### src/rtl/axi_llc_cfg_sequencer_pkg.sv
// Shared types and constants for the LLC configuration sequencer.
//   cfg_seq_state_e : sequencer FSM state encoding (also exported as a debug output)
//   Def*            : default RegBus byte offsets of the LLC config registers
//   num_words()     : number of 32-bit words needed to hold one mask bit per way
package axi_llc_cfg_sequencer_pkg;

  typedef enum logic [3:0] {
    CFG_SEQ_IDLE       = 4'd0,
    CFG_SEQ_WR_SPM     = 4'd1,
    CFG_SEQ_WR_FLUSH   = 4'd2,
    CFG_SEQ_WR_COMMIT  = 4'd3,
    CFG_SEQ_RD_FLUSHED = 4'd4,
    CFG_SEQ_CHECK      = 4'd5,
    CFG_SEQ_WAIT       = 4'd6,
    CFG_SEQ_DONE       = 4'd7,
    CFG_SEQ_ERR        = 4'd8
  } cfg_seq_state_e;

  localparam logic [31:0] DefAddrSpm     = 32'h0000_0000;
  localparam logic [31:0] DefAddrFlush   = 32'h0000_0008;
  localparam logic [31:0] DefAddrCommit  = 32'h0000_0010;
  localparam logic [31:0] DefAddrFlushed = 32'h0000_0018;
  localparam logic [31:0] CommitValue    = 32'h0000_0001;

  function automatic int unsigned num_words(input int unsigned set_assoc);
    return (set_assoc + 32'd31) / 32'd32;
  endfunction

endpackage

### src/rtl/axi_llc_cfg_sequencer_if.sv
// RegBus configuration port between the sequencer (master) and the LLC (slave).
//   conf_req_addr/w/wdata/wstrb/valid : request, driven by the master
//   conf_resp_rdata/error/ready       : response, driven by the slave
// Handshake: once valid is high, addr/w/wdata/wstrb stay constant until the
// cycle where valid && ready; that cycle completes the access and is the only
// cycle in which rdata/error are meaningful. Valid drops the following cycle.
interface axi_llc_cfg_sequencer_if;
  logic [31:0] conf_req_addr;
  logic        conf_req_w;
  logic [31:0] conf_req_wdata;
  logic [3:0]  conf_req_wstrb;
  logic        conf_req_valid;
  logic [31:0] conf_resp_rdata;
  logic        conf_resp_error;
  logic        conf_resp_ready;

  modport master (
    output conf_req_addr, conf_req_w, conf_req_wdata, conf_req_wstrb, conf_req_valid,
    input  conf_resp_rdata, conf_resp_error, conf_resp_ready
  );

  modport slave (
    input  conf_req_addr, conf_req_w, conf_req_wdata, conf_req_wstrb, conf_req_valid,
    output conf_resp_rdata, conf_resp_error, conf_resp_ready
  );
endinterface

### src/rtl/axi_llc_cfg_seq_access.sv
// Single RegBus access engine. A request is taken while the engine is idle,
// its fields are registered and held on the bus until the slave completes it.
//   clk_i, rst_ni      : clock, synchronous active-low reset
//   req_i              : start an access (only honoured while busy_o == 0)
//   addr_i/w_i/wdata_i : access fields, captured with req_i
//   busy_o             : an access is outstanding (request valid on the bus)
//   ack_o              : completion cycle of the outstanding access
//   rdata_o, err_o     : response data / error, qualified by ack_o
//   bus                : RegBus master port
module axi_llc_cfg_seq_access (
  input  logic        clk_i,
  input  logic        rst_ni,
  input  logic        req_i,
  input  logic [31:0] addr_i,
  input  logic        w_i,
  input  logic [31:0] wdata_i,
  output logic        busy_o,
  output logic        ack_o,
  output logic [31:0] rdata_o,
  output logic        err_o,
  axi_llc_cfg_sequencer_if.master bus
);

  logic        valid_q, valid_d;
  logic [31:0] addr_q, addr_d;
  logic        w_q, w_d;
  logic [31:0] wdata_q, wdata_d;

  // A new request is only looked at while valid is low, so completion always
  // leaves at least one idle bus cycle before the next access.
  always_comb begin
    valid_d = valid_q;
    addr_d  = addr_q;
    w_d     = w_q;
    wdata_d = wdata_q;
    if (valid_q) begin
      if (bus.conf_resp_ready) valid_d = 1'b0;
    end else if (req_i) begin
      valid_d = 1'b1;
      addr_d  = addr_i;
      w_d     = w_i;
      wdata_d = wdata_i;
    end
  end

  always_ff @(posedge clk_i) begin
    if (!rst_ni) begin
      valid_q <= 1'b0;
      addr_q  <= '0;
      w_q     <= 1'b0;
      wdata_q <= '0;
    end else begin
      valid_q <= valid_d;
      addr_q  <= addr_d;
      w_q     <= w_d;
      wdata_q <= wdata_d;
    end
  end

  assign bus.conf_req_valid = valid_q;
  assign bus.conf_req_addr  = addr_q;
  assign bus.conf_req_w     = w_q;
  assign bus.conf_req_wdata = wdata_q;
  assign bus.conf_req_wstrb = 4'hF;

  assign busy_o  = valid_q;
  assign ack_o   = valid_q & bus.conf_resp_ready;
  assign rdata_o = bus.conf_resp_rdata;
  assign err_o   = ack_o & bus.conf_resp_error;

endmodule

### src/rtl/axi_llc_cfg_sequencer.sv
// Autonomous LLC configuration sequencer. On an accepted start it writes the
// SPM way mask, writes the flush way mask, commits, then polls the FLUSHED
// status until every requested way reports flushed (done) or the poll budget
// runs out / the bus reports an error (error, sticky until the next start).
//   clk_i, rst_ni               : clock, synchronous active-low reset
//   start_i                     : start request, sampled in IDLE only
//   spm_mask_i, flush_mask_i    : way masks, captured on an accepted start
//   busy_o, done_o, error_o     : status (done_o is a one-cycle pulse)
//   dbg_state_o                 : current FSM state
//   conf                        : RegBus master port to the LLC config block
module axi_llc_cfg_sequencer
  import axi_llc_cfg_sequencer_pkg::*;
#(
  parameter int unsigned SetAssociativity = 8,
  parameter logic [31:0] AddrSpm          = DefAddrSpm,
  parameter logic [31:0] AddrFlush        = DefAddrFlush,
  parameter logic [31:0] AddrCommit       = DefAddrCommit,
  parameter logic [31:0] AddrFlushed      = DefAddrFlushed,
  parameter int unsigned PollGap          = 16,
  parameter int unsigned MaxPolls         = 1024
) (
  input  logic                        clk_i,
  input  logic                        rst_ni,
  input  logic                        start_i,
  input  logic [SetAssociativity-1:0] spm_mask_i,
  input  logic [SetAssociativity-1:0] flush_mask_i,
  output logic                        busy_o,
  output logic                        done_o,
  output logic                        error_o,
  output cfg_seq_state_e              dbg_state_o,
  axi_llc_cfg_sequencer_if.master     conf
);

  localparam int unsigned NumWords  = num_words(SetAssociativity);
  localparam int unsigned MaskW     = NumWords * 32;
  localparam int unsigned IdxW      = (NumWords > 1) ? $clog2(NumWords) : 1;
  localparam int unsigned PollW     = $clog2(MaxPolls + 1);
  localparam int unsigned GapW      = (PollGap > 0) ? $clog2(PollGap + 1) : 1;
  localparam logic [IdxW-1:0]  LastIdx   = IdxW'(NumWords - 1);
  localparam logic [GapW-1:0]  GapLast   = GapW'((PollGap > 0) ? PollGap - 1 : 0);
  localparam logic [PollW-1:0] PollLimit = PollW'(MaxPolls);

  cfg_seq_state_e   state_q, state_d;
  logic [IdxW-1:0]  idx_q, idx_d;
  logic [GapW-1:0]  gap_q, gap_d;
  logic [PollW-1:0] polls_q, polls_d;
  logic [MaskW-1:0] spm_q, spm_d, flush_q, flush_d, flushed_q, flushed_d;
  logic             error_q, error_d;

  logic        acc_req, acc_w, acc_busy, acc_ack, acc_err;
  logic [31:0] acc_addr, acc_wdata, acc_rdata, word_off;

  assign word_off = 32'(idx_q) << 2;

  axi_llc_cfg_seq_access u_access (
    .clk_i   (clk_i),
    .rst_ni  (rst_ni),
    .req_i   (acc_req),
    .addr_i  (acc_addr),
    .w_i     (acc_w),
    .wdata_i (acc_wdata),
    .busy_o  (acc_busy),
    .ack_o   (acc_ack),
    .rdata_o (acc_rdata),
    .err_o   (acc_err),
    .bus     (conf)
  );

  // State register plus the datapath registers the FSM steers.
  always_ff @(posedge clk_i) begin
    if (!rst_ni) begin
      state_q   <= CFG_SEQ_IDLE;
      idx_q     <= '0;
      gap_q     <= '0;
      polls_q   <= '0;
      spm_q     <= '0;
      flush_q   <= '0;
      flushed_q <= '0;
      error_q   <= 1'b0;
    end else begin
      state_q   <= state_d;
      idx_q     <= idx_d;
      gap_q     <= gap_d;
      polls_q   <= polls_d;
      spm_q     <= spm_d;
      flush_q   <= flush_d;
      flushed_q <= flushed_d;
      error_q   <= error_d;
    end
  end

  // Next state. Masks are zero-extended to whole words on capture, so the
  // padding bits are written as zero and drop out of the flushed check.
  always_comb begin
    state_d   = state_q;
    idx_d     = idx_q;
    gap_d     = gap_q;
    polls_d   = polls_q;
    spm_d     = spm_q;
    flush_d   = flush_q;
    flushed_d = flushed_q;
    error_d   = error_q;
    unique case (state_q)
      CFG_SEQ_IDLE: if (start_i) begin
        state_d = CFG_SEQ_WR_SPM;
        idx_d   = '0;
        polls_d = '0;
        spm_d   = MaskW'(spm_mask_i);
        flush_d = MaskW'(flush_mask_i);
        error_d = 1'b0;
      end
      CFG_SEQ_WR_SPM: if (acc_ack) begin
        if (acc_err) state_d = CFG_SEQ_ERR;
        else if (idx_q == LastIdx) begin
          state_d = CFG_SEQ_WR_FLUSH;
          idx_d   = '0;
        end else idx_d = idx_q + 1'b1;
      end
      CFG_SEQ_WR_FLUSH: if (acc_ack) begin
        if (acc_err) state_d = CFG_SEQ_ERR;
        else if (idx_q == LastIdx) begin
          state_d = CFG_SEQ_WR_COMMIT;
          idx_d   = '0;
        end else idx_d = idx_q + 1'b1;
      end
      CFG_SEQ_WR_COMMIT: if (acc_ack) begin
        state_d = acc_err ? CFG_SEQ_ERR : CFG_SEQ_RD_FLUSHED;
        idx_d   = '0;
      end
      CFG_SEQ_RD_FLUSHED: if (acc_ack) begin
        if (acc_err) state_d = CFG_SEQ_ERR;
        else begin
          flushed_d[int'(idx_q)*32 +: 32] = acc_rdata;
          if (idx_q == LastIdx) state_d = CFG_SEQ_CHECK;
          else idx_d = idx_q + 1'b1;
        end
      end
      CFG_SEQ_CHECK: begin
        if ((flush_q & ~flushed_q) == '0) state_d = CFG_SEQ_DONE;
        else begin
          polls_d = polls_q + 1'b1;
          idx_d   = '0;
          gap_d   = '0;
          if (polls_d == PollLimit) state_d = CFG_SEQ_ERR;
          else if (PollGap == 0)    state_d = CFG_SEQ_RD_FLUSHED;
          else                      state_d = CFG_SEQ_WAIT;
        end
      end
      CFG_SEQ_WAIT: begin
        if (gap_q == GapLast) state_d = CFG_SEQ_RD_FLUSHED;
        else gap_d = gap_q + 1'b1;
      end
      CFG_SEQ_DONE: state_d = CFG_SEQ_IDLE;
      CFG_SEQ_ERR:  state_d = CFG_SEQ_IDLE;
      default:      state_d = CFG_SEQ_IDLE;
    endcase
    if (state_d == CFG_SEQ_ERR) error_d = 1'b1;
  end

  // Outputs and access requests. A request is raised only while the engine
  // is idle; it latches the fields, so they cannot move during the access.
  always_comb begin
    busy_o    = (state_q != CFG_SEQ_IDLE) && (state_q != CFG_SEQ_DONE);
    done_o    = (state_q == CFG_SEQ_DONE);
    acc_req   = 1'b0;
    acc_addr  = '0;
    acc_w     = 1'b0;
    acc_wdata = '0;
    unique case (state_q)
      CFG_SEQ_WR_SPM: begin
        acc_req   = !acc_busy;
        acc_addr  = AddrSpm + word_off;
        acc_w     = 1'b1;
        acc_wdata = spm_q[int'(idx_q)*32 +: 32];
      end
      CFG_SEQ_WR_FLUSH: begin
        acc_req   = !acc_busy;
        acc_addr  = AddrFlush + word_off;
        acc_w     = 1'b1;
        acc_wdata = flush_q[int'(idx_q)*32 +: 32];
      end
      CFG_SEQ_WR_COMMIT: begin
        acc_req   = !acc_busy;
        acc_addr  = AddrCommit;
        acc_w     = 1'b1;
        acc_wdata = CommitValue;
      end
      CFG_SEQ_RD_FLUSHED: begin
        acc_req  = !acc_busy;
        acc_addr = AddrFlushed + word_off;
      end
      default: ;
    endcase
  end

  assign error_o     = error_q;
  assign dbg_state_o = state_q;

endmodule

### src/flat_wrapper.sv
// flat-port wrapper written by rule: the top's interface ports become plain ports
module axi_llc_cfg_sequencer_flat import axi_llc_cfg_sequencer_pkg::*;
#(
  parameter int unsigned SetAssociativity = 8,
  parameter logic [31:0] AddrSpm          = DefAddrSpm,
  parameter logic [31:0] AddrFlush        = DefAddrFlush,
  parameter logic [31:0] AddrCommit       = DefAddrCommit,
  parameter logic [31:0] AddrFlushed      = DefAddrFlushed,
  parameter int unsigned PollGap          = 16,
  parameter int unsigned MaxPolls         = 1024
)
  (clk_i, rst_ni, start_i, spm_mask_i, flush_mask_i, busy_o, done_o, error_o, dbg_state_o, conf_conf_req_addr, conf_conf_req_w, conf_conf_req_wdata, conf_conf_req_wstrb, conf_conf_req_valid, conf_conf_resp_rdata, conf_conf_resp_error, conf_conf_resp_ready);
  axi_llc_cfg_sequencer_if conf_i ();
  input  logic clk_i;
  input  logic rst_ni;
  input  logic start_i;
  input  logic [SetAssociativity-1:0] spm_mask_i;
  input  logic [SetAssociativity-1:0] flush_mask_i;
  output logic busy_o;
  output logic done_o;
  output logic error_o;
  output cfg_seq_state_e dbg_state_o;
  output wire logic [$bits(conf_i.conf_req_addr)-1:0] conf_conf_req_addr;
  output wire logic [$bits(conf_i.conf_req_w)-1:0] conf_conf_req_w;
  output wire logic [$bits(conf_i.conf_req_wdata)-1:0] conf_conf_req_wdata;
  output wire logic [$bits(conf_i.conf_req_wstrb)-1:0] conf_conf_req_wstrb;
  output wire logic [$bits(conf_i.conf_req_valid)-1:0] conf_conf_req_valid;
  input wire logic [$bits(conf_i.conf_resp_rdata)-1:0] conf_conf_resp_rdata;
  input wire logic [$bits(conf_i.conf_resp_error)-1:0] conf_conf_resp_error;
  input wire logic [$bits(conf_i.conf_resp_ready)-1:0] conf_conf_resp_ready;
  assign conf_conf_req_addr = conf_i.conf_req_addr;
  assign conf_conf_req_w = conf_i.conf_req_w;
  assign conf_conf_req_wdata = conf_i.conf_req_wdata;
  assign conf_conf_req_wstrb = conf_i.conf_req_wstrb;
  assign conf_conf_req_valid = conf_i.conf_req_valid;
  assign conf_i.conf_resp_rdata = conf_conf_resp_rdata;
  assign conf_i.conf_resp_error = conf_conf_resp_error;
  assign conf_i.conf_resp_ready = conf_conf_resp_ready;
  axi_llc_cfg_sequencer #(.SetAssociativity(SetAssociativity), .AddrSpm(AddrSpm), .AddrFlush(AddrFlush), .AddrCommit(AddrCommit), .AddrFlushed(AddrFlushed), .PollGap(PollGap), .MaxPolls(MaxPolls)) u_core (.clk_i(clk_i), .rst_ni(rst_ni), .start_i(start_i), .spm_mask_i(spm_mask_i), .flush_mask_i(flush_mask_i), .busy_o(busy_o), .done_o(done_o), .error_o(error_o), .dbg_state_o(dbg_state_o), .conf(conf_i));
endmodule
### config.mk
export PLATFORM = sky130hd
export DESIGN_NAME = axi_llc_cfg_sequencer_flat
export DESIGN_NICKNAME = d
export VERILOG_FILES = /design/src/rtl/axi_llc_cfg_sequencer_pkg.sv /design/src/rtl/axi_llc_cfg_sequencer_if.sv /design/src/rtl/axi_llc_cfg_seq_access.sv /design/src/rtl/axi_llc_cfg_sequencer.sv /design/src/flat_wrapper.sv
export SDC_FILE = /design/constraint.sdc
export NUM_CORES = 1
export LEC_CHECK = 0
export CORE_UTILIZATION = 47
export CTS_CLUSTER_SIZE = 14
export DETAILED_ROUTE_END_ITERATION = 7
export GPL_TIMING_DRIVEN = 0
export PLACE_DENSITY = 0.82
export SETUP_SLACK_MARGIN = 0.3
export SLEW_MARGIN = 20
export SYNTH_ARGS = -nofsm -noshare
export SYNTH_HDL_FRONTEND = slang
export SYNTH_SLANG_ARGS = --single-unit
### constraint.sdc
create_clock -name clk_i -period 3 [get_ports clk_i]
set_input_delay 0.75 -clock clk_i [delete_from_list [all_inputs] [get_ports clk_i]]
set_output_delay 0.75 -clock clk_i [all_outputs]
set_load 0.02 [all_outputs]
### Yosys cells after proc, flatten, opt, wreduce, memory -nomap -nowiden

Index checks and enable logic that the tools add are counted.

| cells by class | value |
|---|---|
| $add $sub $neg | 6 |
| equality and inequality tests | 17 |
| shift operators | 4 |
| reduce and logical (&&, ||, !) cells | 20 |
| bitwise logic cells | 6 |
| multiplexer cells | 39 |

Operators by type and width:

| kind | count |
|---|---|
| 32-bit case mux with 4 select lines | 1 |
| 32-bit case mux with 3 select lines | 1 |
| 32-bit by 7-bit indexed part select with 32-bit output | 2 |
| 4-bit 2-to-1 mux | 15 |
| 6-bit negation with 33-bit output | 1 |
| 32-bit by 33-bit variable shift with 32-bit output (first input constant) | 1 |
| 32-bit by 33-bit indexed part select with 32-bit output | 1 |
| 8-bit by 32-bit bitwise AND with 32-bit output | 1 |
| 32-bit bitwise mux | 1 |
| 32-bit zero test | 1 |
| 32-bit NOT | 1 |
| 4-bit case mux with 7 select lines | 1 |
| 11-bit 2-to-1 mux | 2 |
| 11-bit case mux with 2 select lines | 1 |
| 4-bit by 3-bit equality test with 1-bit output (second input constant) | 4 |
| 1-bit 2-to-1 mux | 13 |
| 11-bit by 1-bit adder with 11-bit output (second input constant) | 1 |
| 11-bit equality test (second input constant) | 1 |
| 5-bit 2-to-1 mux | 2 |
| 2-bit != test (second input constant) | 5 |
| 5-bit case mux with 2 select lines | 1 |
| 3-bit AND reduction | 3 |
| 4-bit by 2-bit equality test with 1-bit output (second input constant) | 2 |
| 2-bit nonzero test | 4 |
| 20 further kinds | 26 |

| storage, ports and cells | value |
|---|---|
| flip-flop bits (word level) | 136 |
| output and inout bits | 77 |
| logic and storage cells | 104 |

### Logic depth before layout (Yosys ltp)

Gate-level depths: netlist of the first run.

| depth | value |
|---|---|
| depth in word-level cells | 8 |
| depth in mapped cells | 8 |

### Modules after synthesis

A second synthesis of the first run with hierarchy kept.

| second synthesis, totals | value |
|---|---|
| cells, all modules | 642 |
| area total of the unflattened synthesis | 5388.9 um^2 |

Modules (own cells, without submodules):

| module | cells each | times used | area an instance (um^2) |
|---|---|---|---|
| axi_llc_cfg_seq_access | 327 | 1 | 2931.6 |
| axi_llc_cfg_sequencer | 315 | 1 | 2457.4 |

### Worst setup path after synthesis of the first run

No wires, ideal clock.

| timing | value |
|---|---|
| kind | reg2out |
| start | reg u_core.state_q[1], in the netlist u_core.dbg_state_o[1] |
| end | out done_o |
| required time | 2250 ps |
| arrival time | 1355 ps |
| buffers on the path | 2 |
| cell stages (with the launch flop) | 5 |
| setup slack | 895 ps |
| cells stage by stage | dfxtp_1 -> clkbuf_1 -> clkbuf_1 -> nand2_1 -> nor2_1 |

| between the ends | value |
|---|---|
| cells in the longest elaborated chain, start to end | 1 |

Ends and longest elaborated chain:

| item | line | text |
|---|---|---|
| start, declared | axi_llc_cfg_sequencer.sv:43 | `cfg_seq_state_e state_q, state_d;` |
| start signal, assigned | axi_llc_cfg_sequencer.sv:81 | `state_q <= state_d;` |
| 4-bit by 3-bit equality test with 1-bit output | axi_llc_cfg_sequencer.sv:164 | `done_o = (state_q == CFG_SEQ_DONE);` |
| end, declared | flat_wrapper.sv:20 | `output logic done_o;` |

Every way passes these cells.

### Worst setup path after layout of the first run

| timing | value |
|---|---|
| start | reg u_core.state_q[1], in the netlist u_core.dbg_state_o[1] |
| end | out busy_o |

| between the ends | value |
|---|---|
| cells in the longest elaborated chain, start to end | 2 |
| elaborated cells between the ends (all ways) | 3 |

Ends and longest elaborated chain:

| item | line | text |
|---|---|---|
| 4-bit by 3-bit != test with 1-bit output or 4-bit nonzero test (tied branches) | axi_llc_cfg_sequencer.sv:163 | `busy_o = (state_q != CFG_SEQ_IDLE) && (state_q != CFG_SEQ_DONE);` |
| 1-bit logical AND * | axi_llc_cfg_sequencer.sv:163 |  |
| end, declared | flat_wrapper.sv:19 | `output logic busy_o;` |

Mark *: on every way between the ends. The rest lies on a longest branch, timed or not.

==> metrics.md, run 1 <==
| Metric | Value |
|---|---|
| Starting DRC count in detailed routing | `350` |
| Area of the multi-input gates | `0.00173 mm²` |
| Crit path buf inv count | `2` |
| Initial antenna violation count | `0` |
| Worst hold path class | `reg2reg` |
| RePlAce Congestion | `0.925` |
| Distinct cells, synth | `47` |
| Max Slew Vio Count | `0` |
| Kind of end point of the critical path | `output pin` |
| Core outline area | `0.00649 mm²` |
| Status | `finished, violations left` |
| Failing checks | `design-rule violations` |
| Tot Pwr | `0.00177 W` |
| CP top delay family | `buffers and inverters` |
| Antenna diode count | `0` |
| Fin nets | `591` |
| Power per cell area | `424 mW/mm²` |
| Post-synthesis register bit count | `57` |
| # H-tree levels | `3` |
| Crit share post-route | `0.841` |
| Max_slew headroom | `0.615` |
| Final Hold Viols | `0` |
| Startpoint types | `flop` |
| Post-Syn Area | `0.00323 mm²` |
| Overall global routing resource usage | `0.216` |
| # DRC | `10` |
| Worst R2R Start | `u_core.polls_q[0]` |
| DIE AREA | `0.00720 mm²` |
| Filler Cell Count | `581` |
| Syn avg cell area | `7.66 µm²` |
| Root Buffer | `clkbuf_8` |
| RSZ-0062 raised after global routing | `false` |
| CTS buffer count | `9` |
| Predominant post-synthesis flop cell | `dfxtp_1` |
| Hold Crit Depth | `2` |
| Max Freq | `396 MHz` |
| Detailed-route wire length | `7620 µm` |
| Initial Utilization | `0.497` |
| Reg2reg end | `u_core.error_o` |
| Vias per cell | `4.96` |
| Post-cts resize count | `4` |
| DR pass1 iterations | `8` |
| Worst reg-to-reg path cell count | `8` |
| Largest net degree at the start of global routing | `13` |
| Crit-path max FO | `10` |
| Detail Route Antenna Nets | `0` |
| GRT overflow | `0` |
| Worst EP required | `2.25 ns` |
| Vias in the first global route | `2665` |
| Wire per inst | `12.4 µm` |
| Max_cap viols | `0` |
| Reg area | `0.00114 mm²` |
| CTS Hold Buffers Added | `0` |
| Gate Count Post-Synth | `421` |
| Clock skew | `0.00844 ns` |
| Slowest CP cell | `or3_1` |
| Core Rows | `29` |
| Worst Max-Slew Pin Slew | `0.578 ns` |
| Worst-case clock buffer depth | `2` |
| Post-CTS Repair Setup Buffers | `0` |
| Reg clk slew, reported paths | `0.07 ns` |
| EDFF count, synth | `0` |
| Worst path arrival time | `1.77 ns` |
| Hold_sp | `u_core.u_access.bus.conf_req_addr[4]` |
| Share of synthesized flip-flops with an asynchronous set or reset | `0` |
| Clk sinks | `57` |
| P&R area growth vs syn | `29.5%` |
| Clock Latency Late Sink | `0.35 ns` |
| WS Path Type | `reg2out` |
| Slowest stage delay, CP | `0.39 ns` |
| CTS tree | `yes` |
| Fin crit period | `2.52 ns` |
| R2R setup slack | `0.75 ns` |
| Placed wire-length estimate | `5640 µm` |
| Ys Warns | `0` |
| End of the worst hold path | `u_core.u_access.bus.conf_req_addr[4]` |
| Maximum vdd ir drop | `0.261 mV` |
| Port bufs | `46` |
| Ratio of cells with drive above 1 in the final layout | `0.158` |
| Leakage | `1.83 nW` |
| Sequential-to-total area share from yosys stat | `0.354` |
| Final count of negative-setup-slack endpoints | `0` |
| Chip width | `84.9 µm` |
| Setup TNS | `0 ns` |
| Die Y | `84.9 µm` |
| First-pass GRT wire length | `12200 µm` |
| I/O pins | `130` |
| Crit-path cells | `clkbuf_2 -> or3_1 -> a21o_1 -> dlygate4sd2_1` |
| Vias after detailed routing | `3056` |
layout by cell type, fill, tap and decap left out, drive strengths merged, types with 9 or more instances in the layout:
| cell | instances |
|---|---|
| buf | 62 |
| conb | 58 |
| dfxtp | 57 |
| nor2 | 55 |
| nand2 | 50 |
| a21oi | 47 |
| clkdlybuf4s50 | 44 |
| clkbuf | 28 |
| o21ai | 18 |
| mux2i | 16 |
| nand3 | 12 |
| inv | 10 |
| nand2b | 9 |
report_power, final:
part           internal [W]  switching (W)
registers          0.000779      0.0000161
clock network      0.000306       0.000354
logic              0.000134       0.000181
total               0.00122       0.000551
worst max-delay path by stage:
stage	start	to	slack [ns]	cells past startpoint
after floorplan	u_core.dbg_state_o[1]	done_o	0.89	4
final	u_core.dbg_state_o[1]	busy_o	0.48	4
after global placement	u_core.dbg_state_o[1]	done_o	0.43	5
after detailed placement	u_core.dbg_state_o[1]	done_o	0.40	5
after CTS	u_core.dbg_state_o[1]	done_o	0.27	5
after global routing	u_core.dbg_state_o[1]	busy_o	0.42	4
logic make-up after synthesis:
family	count (synthesis)	share of synthesized area
and+or+nand+nor	157	0.225
adders and majority gates	4	0.0155
muxes	16	0.0496
buffers and inverters	90	0.174
xor gates and xnor gates	9	0.0244
other	2	0.00233
AOI/OAI and AO/OA	86	0.155
DFF	57	0.354
sequential cells by signal, summed over array words and instances, names as in the netlist:
register / cells
u_core.error_o: 1
u_core.u_access.bus.conf_req_valid: 1
u_core.flushed_q: 8
u_core.u_access.bus.conf_req_addr: 2
u_core.u_access.bus.conf_req_wdata: 8
u_core.flush_q: 8
u_core.u_access.bus.conf_req_w: 1
u_core.polls_q: 11
u_core.spm_q: 8
u_core.dbg_state_o: 4
u_core.gap_q: 5
metal layers:
metal / vias up / global-route usage / routed length (µm)
met5: - / 0 / 0
met1: 1389 / 0.265 / 3280
met4: 0 / 0.0709 / 139
met2: 125 / 0.362 / 3640
li1: 1527 / - / -
met3: 15 / 0.0681 / 554
synthesized netlist by cell type, drive strengths merged (3+ instances only):
master,count,area share
nand3b,4,0.0093
clkbuf,19,0.022
mux2i,16,0.050
nand3,12,0.019
xor2,5,0.014
nand4,4,0.0078
xnor2,4,0.011
dfxtp,57,0.35
nor3,4,0.0062
nor2,55,0.065
a21oi,47,0.073
or3,3,0.0058
nand2,50,0.058
o21ai,18,0.028
inv,8,0.0093
buf,62,0.14
and3,6,0.012
nand4b,3,0.0081
a31oi,3,0.0058
ha,4,0.016
nand2b,9,0.017
layout make-up:
class	instances	area share
Sequential cell	57	0.273
Multi-Input combinational cell	330	0.415
Buffer	81	0.128
Inverter	9	0.00809
Tap cell	77	0.0231
Clock buffer	9	0.0296
Timing Repair Buffer	46	0.111
Clock inverter	7	0.0132
per-stage QoR:
stage                     std cells   util  worst slack, ns  area [µm²]  hold WS (ns)
final                           616  0.643            0.476        4180         0.443
after detailed placement        600  0.615            0.402        3990         0.438
after global routing            616  0.643            0.421        4180         0.472
after global placement          600  0.615            0.426        3990         0.435
after floorplan                 477      -            0.895        3440         0.422
after CTS                       616  0.643            0.270        4180         0.449
tightest hold or removal path, stage by stage, from the launching register on:
cell     delay [ns]
dfxtp_1        0.31
inv_1          0.04
a21oi_1        0.05
Power figures use the tool's default switching activity.
==> run 2: changes to the inputs <==
--- a/config.mk
+++ b/config.mk
@@ -5,11 +5,11 @@
 export SDC_FILE = /design/constraint.sdc
 export NUM_CORES = 1
 export LEC_CHECK = 0
-export CORE_UTILIZATION = 47
+export CORE_UTILIZATION = 44
 export CTS_CLUSTER_SIZE = 14
 export DETAILED_ROUTE_END_ITERATION = 7
 export GPL_TIMING_DRIVEN = 0
-export PLACE_DENSITY = 0.82
+export PLACE_DENSITY = 0.77
 export SETUP_SLACK_MARGIN = 0.3
 export SLEW_MARGIN = 20
 export SYNTH_ARGS = -nofsm -noshare
==> constraint.sdc (replaced) <==
create_clock -name clk_i -period 2.4 [get_ports clk_i]
set_input_delay 0.6 -clock clk_i [delete_from_list [all_inputs] [get_ports clk_i]]
set_output_delay 0.6 -clock clk_i [all_outputs]
set_load 0.02 [all_outputs]
==> run 2 against run 1 <==
Compared with the run above:
- the flow now finishes without violations
- sequential share of layout area shrank 0.19 points
- total power grew 20%
- clock power grew 12%
- highest routed layer unchanged
==> metrics.md, run 2 (synthesis gave the netlist of run 1 again) <==
| Metric | Value |
|---|---|
| Status | `finished clean` |
| RePlAce Congestion | `0.905` |
| Max_slew headroom | `0.651` |
| Final Hold Viols | `0` |
| Startpoint types | `flop` |
| # H-tree levels | `3` |
| Max Slew Vio Count | `0` |
| Post-Place Cell Area | `0.00402 mm²` |
| Worst hold path class | `reg2reg` |
| Detailed-route wire length | `7350 µm` |
| Root Buffer | `clkbuf_8` |
| Met2 usage | `0.333` |
| Setup TNS | `0 ns` |
| Max FFs per register | `11` |
| Leakage | `1.84 nW` |
| RSZ-0062 raised after global routing | `true` |
| Global-route met1 utilization | `0.259` |
| Fin crit period | `2.06 ns` |
| Max_cap viols | `0` |
| DR pass1 iterations | `5` |
| Worst-case clock buffer depth | `2` |
| Fin nets | `594` |
| Max Freq | `486 MHz` |
| Final hold slack | `0.450 ns` |
| Die Y | `87.6 µm` |
| Detail Route Antenna Nets | `0` |
| Maximum vdd ir drop | `0.351 mV` |
| Vias per cell | `4.79` |
| Initial Utilization | `0.465` |
| Kind of end point of the critical path | `output pin` |
| Design Area, Final | `0.00424 mm²` |
| WS Path Type | `reg2out` |
| CTS tree | `yes` |
| Core Rows | `30` |
| Met3 GRT Util | `0.0443` |
| # DRC | `0` |
| Most common cell after layout, fill and taps aside | `buf_4` |
| CTS buffer count | `9` |
| Clock Latency Late Sink | `0.34 ns` |
| Reg clk slew, reported paths | `0.07 ns` |
| Largest net degree at the start of global routing | `11` |
| Biggest register | `u_core.polls_q` |
| I/O pins | `130` |
| Initial antenna violation count | `0` |
| Clock skew | `0.00865 ns` |
| Antenna diode count | `0` |
| Wire per inst | `11.5 µm` |
| Worst Max-Slew Pin Slew | `0.524 ns` |
| Overall global routing resource usage | `0.203` |
| Power per cell area | `501 mW/mm²` |
| Crit-path max FO | `4` |
| Clk sinks | `57` |
| Port bufs | `46` |
| Worst EP required | `1.80 ns` |
| Chip width | `87.6 µm` |
| Starting DRC count in detailed routing | `225` |
| Vias after detailed routing | `3053` |
| Core outline area | `0.00694 mm²` |
| First-pass GRT wire length | `12100 µm` |
| Commonest non-fill, non-tap cells in the layout | `62 x buf_4, 58 x conb_1, 53 x nor2_1, 53 x dfxtp_1, 50 x nand2_1` |
| Final count of negative-setup-slack endpoints | `0` |
| Placed wire-length estimate | `5360 µm` |
| Most used routing layer | `met2` |
| Crit share post-route | `0.857` |
| Vias in the first global route | `2645` |
| Worst path arrival time | `1.46 ns` |
| Filler Cell Count | `611` |
| GRT overflow | `0` |
| DIE AREA | `0.00768 mm²` |
| P&R area growth vs syn | `31.5%` |
| Ratio of cells with drive above 1 in the final layout | `0.179` |
-- run 2: changes by cell type in the layout (fill, tap and decap cells not counted), sizes merged --
cell	change
dlymetal6s2s	-1
buf	+7
clkbuf	+1
dlygate4sd2	-1
clkinv	+1
inv	-2
clkinvlp	-2
-- run 2: metal layers --
layer / wire length [µm] / vias up
met4: 119 / 0
met5: 0 / -
met1: 3210 / 1369
met3: 470 / 14
li1: - / 1542
met2: 3550 / 128
-- run 2: area by class of cell --
cell class	count	area, µm²	share of cell area
Tap cell	96	120	0.0283
Sequential cell	57	1150	0.271
Timing Repair Buffer	49	479	0.113
Inverter	9	33.8	0.00796
Buffer	81	557	0.131
Multi-Input combinational cell	330	1750	0.412
Clock buffer	12	135	0.0318
Clock inverter	4	20.0	0.00472
-- run 2: critical path, cell delays in order, from the launching register on --
cell and delay (ns):
dfxtp_2 0.32, clkbuf_8 0.14, or3_4 0.37, a21o_1 0.17, buf_6 0.13
-- run 2: where the power goes --
group / total [W] / leakage [nW] / switching, W / internal [W]
Clock: 0.000738 / 0.0839 / 0.000370 / 0.000368
Combinational: 0.000398 / 1.30 / 0.000225 / 0.000172
Sequential: 0.000993 / 0.465 / 0.0000202 / 0.000973
Total: 0.00213 / 1.84 / 0.000616 / 0.00151
-- run 2: path summary, 6_finish.rpt --
| path | start | to | slack [ns] | cells after the start |
|---|---|---|---|---|
| setup / recovery | u_core.dbg_state_o[1] | busy_o | 0.34 | 4 |
| hold / removal | u_core.u_access.bus.conf_req_addr[4] | u_core.u_access.bus.conf_req_addr[4] | 0.45 | 2 |
| setup reg to reg | u_core.polls_q[0] | u_core.error_o | 0.39 | 8 |
| hold reg to reg | u_core.u_access.bus.conf_req_addr[4] | u_core.u_access.bus.conf_req_addr[4] | 0.45 | 2 |
-- run 2: per-stage QoR --
step	util	total power, W	cells	worst slack [ns]
3_5_place_dp	0.579	0.00140	619	-0.0226
5_1_grt	0.611	0.00224	638	0.267
4_1_cts	0.606	0.00214	636	0.296
6_report	0.611	0.00213	638	0.342
3_3_place_gp	0.579	0.00140	619	0.00500
2_1_floorplan	-	0.00129	477	0.385
-- run 2: repair_timing --
| item | 4_1_cts | 5_1_grt |
|---|---|---|
| hold buffers | 0 | 0 |
| pin swaps | 0 | 2 |
| gates resized for setup | 20 | 15 |
| cloned | 0 | 0 |
| setup buffers | 1 | 2 |
| endpoints found under the setup margin | 4 | 27 |
